<file path="src/rtl/eth_int_dispatcher_pkg.sv">
// eth_int_dispatcher shared definitions
// register map, status codes, state encodings
package eth_int_dispatcher_pkg;

  localparam logic [7:0]  ISR_OFS    = 8'h92;
  localparam logic [7:0]  IER_OFS    = 8'h90;
  localparam logic [7:0]  RXFCTR_OFS = 8'h9C;
  localparam logic [15:0] IER_VAL    = 16'hE000;
  localparam logic [3:0]  REG_IDLE   = 4'd0;
  localparam logic [1:0]  ST_DONE    = 2'b11;
  localparam logic [1:0]  ST_ERR     = 2'b10;

  localparam int RXIS = 13;
  localparam int TXIS = 14;
  localparam int LCIS = 15;

  typedef enum logic [1:0] {
    MST_INIT,
    MST_TRANS,
    MST_RECV,
    MST_DISP
  } mst_sel_e;

  typedef enum logic [3:0] {
    S_WAIT_INIT,
    S_IDLE,
    S_MASK,
    S_RD_ISR,
    S_ACK,
    S_RD_CNT,
    S_RX_SVC,
    S_TX_SVC,
    S_UNMASK
  } disp_st_e;

  typedef enum logic [1:0] {
    A_IDLE,
    A_LEAVE,
    A_BACK
  } acc_st_e;

  function automatic logic is_fin(input logic [1:0] s);
    return (s == ST_DONE) || (s == ST_ERR);
  endfunction

  function automatic logic [7:0] sat_inc(input logic [7:0] v);
    return (v == 8'hFF) ? v : v + 8'd1;
  endfunction

endpackage

</file>
<file path="src/rtl/eth_int_dispatcher_if.sv">
// eth_int_dispatcher register bus
// master drives commands, slave returns engine state
interface eth_int_dispatcher_if;
  logic [7:0]  offset;
  logic        length;
  logic        wr;
  logic [15:0] write_data;
  logic        new_command;
  logic        own_bus;
  logic [3:0]  reg_state;
  logic [15:0] read_data;

  modport master (
    output offset, length, wr, write_data,
    output new_command, own_bus,
    input  reg_state, read_data
  );

  modport slave (
    input  offset, length, wr, write_data,
    input  new_command, own_bus,
    output reg_state, read_data
  );
endinterface

</file>
<file path="src/rtl/eth_reg_access.sv">
// eth_reg_access: one register cycle on the bus
// issue, wait engine busy, wait idle, capture, done
module eth_reg_access
  import eth_int_dispatcher_pkg::*;
(
  input  logic        clk40m,
  input  logic        RSTN,
  input  logic        abort,
  input  logic        start,
  input  logic [7:0]  acc_ofs,
  input  logic        acc_wr,
  input  logic [15:0] acc_wdata,
  output logic        done,
  output logic [15:0] rdata,
  eth_int_dispatcher_if.master bus
);

  acc_st_e st;

  // access sequencer with registered bus outputs
  always_ff @(posedge clk40m or negedge RSTN) begin
    if (!RSTN) begin
      st              <= A_IDLE;
      bus.offset      <= '0;
      bus.length      <= 1'b0;
      bus.wr          <= 1'b0;
      bus.write_data  <= '0;
      bus.new_command <= 1'b0;
      bus.own_bus     <= 1'b0;
      done            <= 1'b0;
      rdata           <= '0;
    end else begin
      bus.new_command <= 1'b0;
      done            <= 1'b0;
      if (abort) begin
        st          <= A_IDLE;
        bus.own_bus <= 1'b0;
      end else begin
        unique case (st)
          A_IDLE: if (start) begin
            bus.offset      <= acc_ofs;
            bus.length      <= 1'b1;
            bus.wr          <= acc_wr;
            bus.write_data  <= acc_wdata;
            bus.new_command <= 1'b1;
            bus.own_bus     <= 1'b1;
            st              <= A_LEAVE;
          end
          A_LEAVE: if (bus.reg_state != REG_IDLE)
            st <= A_BACK;
          A_BACK: if (bus.reg_state == REG_IDLE) begin
            rdata       <= bus.read_data;
            done        <= 1'b1;
            bus.own_bus <= 1'b0;
            st          <= A_IDLE;
          end
          default: st <= A_IDLE;
        endcase
      end
    end
  end

endmodule

</file>
<file path="src/rtl/eth_int_dispatcher.sv">
// eth_int_dispatcher: KSZ8851 interrupt service
// sequences mask/ack/rx/tx/unmask over masters
module eth_int_dispatcher
  import eth_int_dispatcher_pkg::*;
(
  input  logic       clk40m,
  input  logic       RSTN,
  input  logic       init_done,
  input  logic       INTRN,
  input  logic       tx_req,
  eth_int_dispatcher_if.master bus,
  output logic       recv_en,
  input  logic [1:0] recv_status,
  output logic       trans_en,
  input  logic [1:0] trans_status,
  output logic       link_change,
  output logic [7:0] err_cnt
);

  disp_st_e    st;
  logic [1:0]  int_sync;
  logic        int_l;
  logic        tx_pend;
  logic        tx_clr;
  logic [7:0]  frames;
  logic [15:0] isr;
  logic        issued;
  logic        from_int;
  logic        rx_gap;
  logic        acc_state;
  logic        acc_start;
  logic        acc_done;
  logic [15:0] acc_rdata;
  logic [7:0]  acc_ofs;
  logic        acc_wr;
  logic [15:0] acc_wdata;

  assign int_l  = ~int_sync[1];
  assign tx_clr = (st == S_TX_SVC) && trans_en
                  && is_fin(trans_status);

  // two-flop synchronizer for the chip interrupt
  always_ff @(posedge clk40m or negedge RSTN) begin
    if (!RSTN) int_sync <= 2'b11;
    else       int_sync <= {int_sync[0], INTRN};
  end

  // pending transmit request
  always_ff @(posedge clk40m or negedge RSTN) begin
    if (!RSTN)          tx_pend <= 1'b0;
    else if (!init_done) tx_pend <= 1'b0;
    else tx_pend <= tx_req | (tx_pend & ~tx_clr);
  end

  // command fields for the register states
  always_comb begin
    acc_state = 1'b0;
    acc_ofs   = IER_OFS;
    acc_wr    = 1'b1;
    acc_wdata = '0;
    unique case (st)
      S_MASK:   acc_state = 1'b1;
      S_RD_ISR: begin
        acc_state = 1'b1;
        acc_ofs   = ISR_OFS;
        acc_wr    = 1'b0;
      end
      S_ACK: begin
        acc_state = 1'b1;
        acc_ofs   = ISR_OFS;
        acc_wdata = isr;
      end
      S_RD_CNT: begin
        acc_state = 1'b1;
        acc_ofs   = RXFCTR_OFS;
        acc_wr    = 1'b0;
      end
      S_UNMASK: begin
        acc_state = 1'b1;
        acc_wdata = IER_VAL;
      end
      default: ;
    endcase
    acc_start = acc_state & ~issued;
  end

  eth_reg_access u_acc (
    .clk40m    (clk40m),
    .RSTN      (RSTN),
    .abort     (~init_done),
    .start     (acc_start),
    .acc_ofs   (acc_ofs),
    .acc_wr    (acc_wr),
    .acc_wdata (acc_wdata),
    .done      (acc_done),
    .rdata     (acc_rdata),
    .bus       (bus)
  );

  // service sequencer with registered enables
  always_ff @(posedge clk40m or negedge RSTN) begin
    if (!RSTN) begin
      st          <= S_WAIT_INIT;
      issued      <= 1'b0;
      from_int    <= 1'b0;
      rx_gap      <= 1'b0;
      frames      <= '0;
      isr         <= '0;
      recv_en     <= 1'b0;
      trans_en    <= 1'b0;
      link_change <= 1'b0;
      err_cnt     <= '0;
    end else begin
      link_change <= 1'b0;
      if (acc_start) issued <= 1'b1;
      if (!init_done) begin
        st       <= S_WAIT_INIT;
        recv_en  <= 1'b0;
        trans_en <= 1'b0;
        issued   <= 1'b0;
        rx_gap   <= 1'b0;
      end else begin
        unique case (st)
          S_WAIT_INIT: st <= S_IDLE;
          S_IDLE: begin
            if (int_l) begin
              st <= S_MASK;
            end else if (tx_pend) begin
              st       <= S_TX_SVC;
              from_int <= 1'b0;
            end
          end
          S_MASK: if (acc_done) begin
            issued <= 1'b0;
            st     <= S_RD_ISR;
          end
          S_RD_ISR: if (acc_done) begin
            issued <= 1'b0;
            isr    <= acc_rdata;
            st     <= (acc_rdata == 16'h0) ? S_UNMASK : S_ACK;
          end
          S_ACK: if (acc_done) begin
            issued      <= 1'b0;
            link_change <= isr[LCIS];
            if (isr[RXIS]) begin
              st <= S_RD_CNT;
            end else if (isr[TXIS] || tx_pend) begin
              st       <= S_TX_SVC;
              from_int <= 1'b1;
            end else begin
              st <= S_UNMASK;
            end
          end
          S_RD_CNT: if (acc_done) begin
            issued <= 1'b0;
            frames <= acc_rdata[15:8];
            rx_gap <= 1'b0;
            if (acc_rdata[15:8] != 8'd0) begin
              st <= S_RX_SVC;
            end else if (tx_pend) begin
              st       <= S_TX_SVC;
              from_int <= 1'b1;
            end else begin
              st <= S_UNMASK;
            end
          end
          S_RX_SVC: begin
            if (rx_gap) begin
              if (frames == 8'd0) begin
                if (tx_pend) begin
                  st       <= S_TX_SVC;
                  from_int <= 1'b1;
                end else begin
                  st <= S_UNMASK;
                end
              end else begin
                rx_gap  <= 1'b0;
                recv_en <= 1'b1;
              end
            end else if (!recv_en) begin
              recv_en <= 1'b1;
            end else if (is_fin(recv_status)) begin
              recv_en <= 1'b0;
              rx_gap  <= 1'b1;
              if (recv_status == ST_ERR) begin
                err_cnt <= sat_inc(err_cnt);
                frames  <= 8'd0;
              end else begin
                frames <= frames - 8'd1;
              end
            end
          end
          S_TX_SVC: begin
            if (!trans_en) begin
              trans_en <= 1'b1;
            end else if (is_fin(trans_status)) begin
              trans_en <= 1'b0;
              if (trans_status == ST_ERR)
                err_cnt <= sat_inc(err_cnt);
              st <= from_int ? S_UNMASK : S_IDLE;
            end
          end
          S_UNMASK: if (acc_done) begin
            issued <= 1'b0;
            st     <= S_IDLE;
          end
          default: st <= S_WAIT_INIT;
        endcase
      end
    end
  end

endmodule
</file>
<file path="src/flat_wrapper.sv">
// flat-port wrapper written by rule: the top's interface ports become plain ports
module eth_int_dispatcher_flat import eth_int_dispatcher_pkg::*;
  (clk40m, RSTN, init_done, INTRN, tx_req, recv_en, recv_status, trans_en, trans_status, link_change, err_cnt, bus_offset, bus_length, bus_wr, bus_write_data, bus_new_command, bus_own_bus, bus_reg_state, bus_read_data);
  eth_int_dispatcher_if bus_i ();
  input  logic clk40m;
  input  logic RSTN;
  input  logic init_done;
  input  logic INTRN;
  input  logic tx_req;
  output logic recv_en;
  input  logic [1:0] recv_status;
  output logic trans_en;
  input  logic [1:0] trans_status;
  output logic link_change;
  output logic [7:0] err_cnt;
  output wire logic [$bits(bus_i.offset)-1:0] bus_offset;
  output wire logic [$bits(bus_i.length)-1:0] bus_length;
  output wire logic [$bits(bus_i.wr)-1:0] bus_wr;
  output wire logic [$bits(bus_i.write_data)-1:0] bus_write_data;
  output wire logic [$bits(bus_i.new_command)-1:0] bus_new_command;
  output wire logic [$bits(bus_i.own_bus)-1:0] bus_own_bus;
  input wire logic [$bits(bus_i.reg_state)-1:0] bus_reg_state;
  input wire logic [$bits(bus_i.read_data)-1:0] bus_read_data;
  assign bus_offset = bus_i.offset;
  assign bus_length = bus_i.length;
  assign bus_wr = bus_i.wr;
  assign bus_write_data = bus_i.write_data;
  assign bus_new_command = bus_i.new_command;
  assign bus_own_bus = bus_i.own_bus;
  assign bus_i.reg_state = bus_reg_state;
  assign bus_i.read_data = bus_read_data;
  eth_int_dispatcher u_core (.clk40m(clk40m), .RSTN(RSTN), .init_done(init_done), .INTRN(INTRN), .tx_req(tx_req), .bus(bus_i), .recv_en(recv_en), .recv_status(recv_status), .trans_en(trans_en), .trans_status(trans_status), .link_change(link_change), .err_cnt(err_cnt));
endmodule
</file>
<file path="config.mk">
export PLATFORM = sky130hd
export DESIGN_NAME = eth_int_dispatcher_flat
export DESIGN_NICKNAME = d
export VERILOG_FILES = /design/src/rtl/eth_int_dispatcher_pkg.sv /design/src/rtl/eth_int_dispatcher_if.sv /design/src/rtl/eth_reg_access.sv /design/src/rtl/eth_int_dispatcher.sv /design/src/flat_wrapper.sv
export SDC_FILE = /design/constraint.sdc
export NUM_CORES = 1
export LEC_CHECK = 0
export ABC_AREA = 1
export CORE_UTILIZATION = 57
export DETAILED_ROUTE_END_ITERATION = 7
export GPL_TIMING_DRIVEN = 0
export PLACE_DENSITY = 0.91
export SYNTH_ARGS = -nofsm -noshare
export SYNTH_HDL_FRONTEND = slang
export SYNTH_SLANG_ARGS = --single-unit
</file>
<file path="constraint.sdc">
create_clock -name clk40m -period 4.35 [get_ports clk40m]
set_clock_uncertainty 0.15 [all_clocks]
set_input_delay 0.6525 -clock clk40m [delete_from_list [all_inputs] [get_ports clk40m]]
set_output_delay 0.6525 -clock clk40m [all_outputs]
set_load 0.02 [all_outputs]
</file>
==> impl_results.md <==
* Crit end category: flop
* DP HPWL at between 6 and 7 mm
* Nets at 608
* Max Cap Viol at 0
* Mux cell area share after synthesis at 0%
* Dominant cell by count in the synthesized netlist: nand2_1
* Top-area cell type share of the netlist area at 51.6%
* CTS max path bufs at 2
* Leak at 2.39 nW
* Synth cell count leaders: nand2_1, dfrtp_1, o21ai_0
* First-pass GRT wire length at 16.4 mm
* Drt via density at 5.48
* TritonCTS Sinks at 86
* Pin count of the biggest net entering global routing at between 50 and 60
* Skew-Pair Late Insertion Delay at 0.36 ns
* Vias in the first global route at 3536
* Total CTS buffers at 9
* Post-CTS Hold Fix Bufs at 0
* Main combinational cell family by area after synthesis: simple AND/OR/NAND/NOR gates
* Antenna diode count at 0
* Worst hold slack at 0.0679 ns
* Yosys reg bits at 86
* Vias post-DR at 3703
* Reg2Reg Depth at 7
* Dominant cell type by area after synthesis: dfrtp_1
* Library cells used by synthesis at 35
* Top_reg_cell synth: dfrtp_1
* Die Y at around 87 um
* Die span in x at around 87 um
* Routed wire per std cell at 14.4 um
* Data required, critical path at 4.42 ns
* Worst-path clk slew at approximately 0.1 ns
* Post-CTS Setup Inserts at 0
* WP data arrival at 2.39 ns
* Drt first-iter violations at 407
* Crit-path max FO at 10
* PwrDens at 506 nW/um2
* CTS tree: yes
* RSZ-0062 raised after global routing: no
* Synthesis-to-layout area growth at 24.2%
* Slew Limit Fails at 0
* XOR/XNOR Fraction of Synth Area at between 2 and 2.5%
* Non-filler cells, final at between 600 and 700
* Row Count at 30
* F_max at 430 MHz
* Port bufs at 64
* Critical path class: primary input to flop
* Synth Instances at 498
* Minimum clock period at 2.32 ns
* Simple-gate area share of the yosys netlist at a little over a quarter
* Setup violators final at 0
* Adder-Cell Fraction of Synth Area at less than 1%
* Synth Area in Compound Gates at 10.3%
* Antenna violations before repair at 0
* Die ar. at approximately 7500 um2
* R2R Setup Slk at 2.31 ns
* Syn Area/Cell at just over 8 um2
* Seq/Total Area, Yosys at 52.9%
* Layout Utilization at 73.7%
* Hold Vio Cnt, Final at 0
* Critical path launch point type: primary input
* R2r startpoint: u_core.st[2]$_DFFE_PN0P_
* Initial Utilization at between 50% and 60%
* Post-synth EDFFs at 0
* # DRC at 0
* Final wirelength at 9.75 mm
* Seq. cell area at 2150 um2
* Post-route setup slack at 2.03 ns
* Cells resized by post-CTS repair at 0
* Grt ovf at 0
* Layout cells sized above 1 at ~8.4%
* Setup WS pre-CTS at 1.69 ns
* DRT antenna net count at 0
* Total GRT Usage at 28.4%
* H-tree Lvls at 3
* Async SR Flop Fraction at 100%
* Filler cells at roughly 500
* Inst Count DP at between 600 and 700
* Area occupied by multi-input gates at around 1600 um2
* Cells taking the most area after synthesis: dfrtp_1, nand2_1, o21ai_0, nand3_1, nor2_1
* Core Box Area at 6870 um2
* Area of the mapped netlist at 4080 um2
* Outcome: complete, no violations
* Drt first pass iters at 6
* Routability-driven placement congestion ratio at roughly 0.95
* I/O pin total at 68
* FF-to-FF End: u_core.isr[15]$_DFFE_PN0P_
* Root buf cell: clkbuf_8
* Worst ir drop on vdd at approximately 270 uV
* Worst min path class: primary input to asynchronous set/reset pin
* Final Cycle Share at a little over half
* Synth warnings at 0
## stage by stage
| stage | instance area (um2) | total power [mW] | setup TNS, ns |
|---|---|---|---|
| floorplan | 4080 | 1.67 | 0 |
| global placement | 4840 | 1.94 | -37.96 |
| detailed placement | 4870 | 1.99 | 0 |
| CTS | 5060 | 2.55 | 0 |
| global route | 5060 | 2.72 | 0 |
| finish | 5060 | 2.56 | 0 |
## power breakdown
group / switching, mW / internal (mW) / total, mW
clock: 0.304 / 0.267 / 0.571
combinational: 0.545 / 0.351 / 0.896
sequential: 0.124 / 0.974 / 1.10
## layout make-up
class	count	share of cell area (%)
Buffer	19	2.22
Clock buffer	9	2.45
Clock inverter	6	1.41
Inverter	47	3.51
Multi-Input combinational cell	348	32.4
Sequential cell	86	42.5
Tap cell	96	2.37
Timing Repair Buffer	65	13.1
## layer usage
layer  up-vias  GRT usage [%]  part of all wire (%)
li1       1749              -                     -
met1      1741           38.0                    43
met2       176           46.2                    48
met3        37           5.14                   6.2
met4         0           11.4                   2.6
met5         -              0                     0
## critical path, stage by stage
cell,delay (ns)
clkdlybuf4s50_1,0.62
nand3_1,0.14
nor2_1,0.41
clkbuf_1,0.39
o21ai_0,0.17
## how the worst max path moves through the flow
stage	startpoint	end	slack [ns]
2_1_floorplan	recv_status[1]	u_core.err_cnt[0]$_DFFE_PN0P_	2.61
3_3_place_gp	RSTN	u_core.err_cnt[4]$_DFFE_PN0P_	-0.46
3_5_place_dp	init_done	u_core.u_acc.rdata[2]$_DFFE_PN0P_	1.69
4_1_cts	init_done	u_core.u_acc.rdata[6]$_DFFE_PN0P_	2.06
5_1_grt	init_done	u_core.u_acc.rdata[6]$_DFFE_PN0P_	1.88
6_report	init_done	u_core.u_acc.rdata[6]$_DFFE_PN0P_	2.03
## sequential cells by signal, summed over array words and instances, names as in the netlist, 2 cells and up
signal	flops
u_core.u_acc.st	2
u_core.u_acc.bus.offset	3
u_core.isr	16
u_core.frames	8
u_core.err_cnt	8
u_core.u_acc.bus.write_data	16
u_core.st	4
u_core.u_acc.rdata	16
u_core.int_sync	2
## placed cells by master (no fill, tap or decap), types with 3 or more instances in the layout
cell and instances:
o22ai_1 6, nor3_1 5, inv_2 4, o21ai_0 59, xor2_1 7, nand4_1 6
a21oi_1 4, dfrtp_1 84, conb_1 3, nand2_1 145, clkbuf_1 7, clkdlybuf4s50_1 63
xnor2_1 4, buf_4 9, buf_2 3, nor2_4 3, ha_1 3, nand3_1 40
nor2_1 45, inv_1 42, clkbuf_8 9, nor2_2 3
## logic make-up (layout without fill, tap and decap cells)
| logic type | count (synthesis) | count (layout) |
|---|---|---|
| AOI/OAI and AO/OA | 78 | 78 |
| xor gates and xnor gates | 11 | 11 |
| adders and majority gates | 3 | 3 |
| buffers and inverters | 66 | 146 |
| DFF | 86 | 86 |
| other | 1 | 3 |
| and+or+nand+nor | 253 | 253 |
Power figures use the tool's default switching activity.
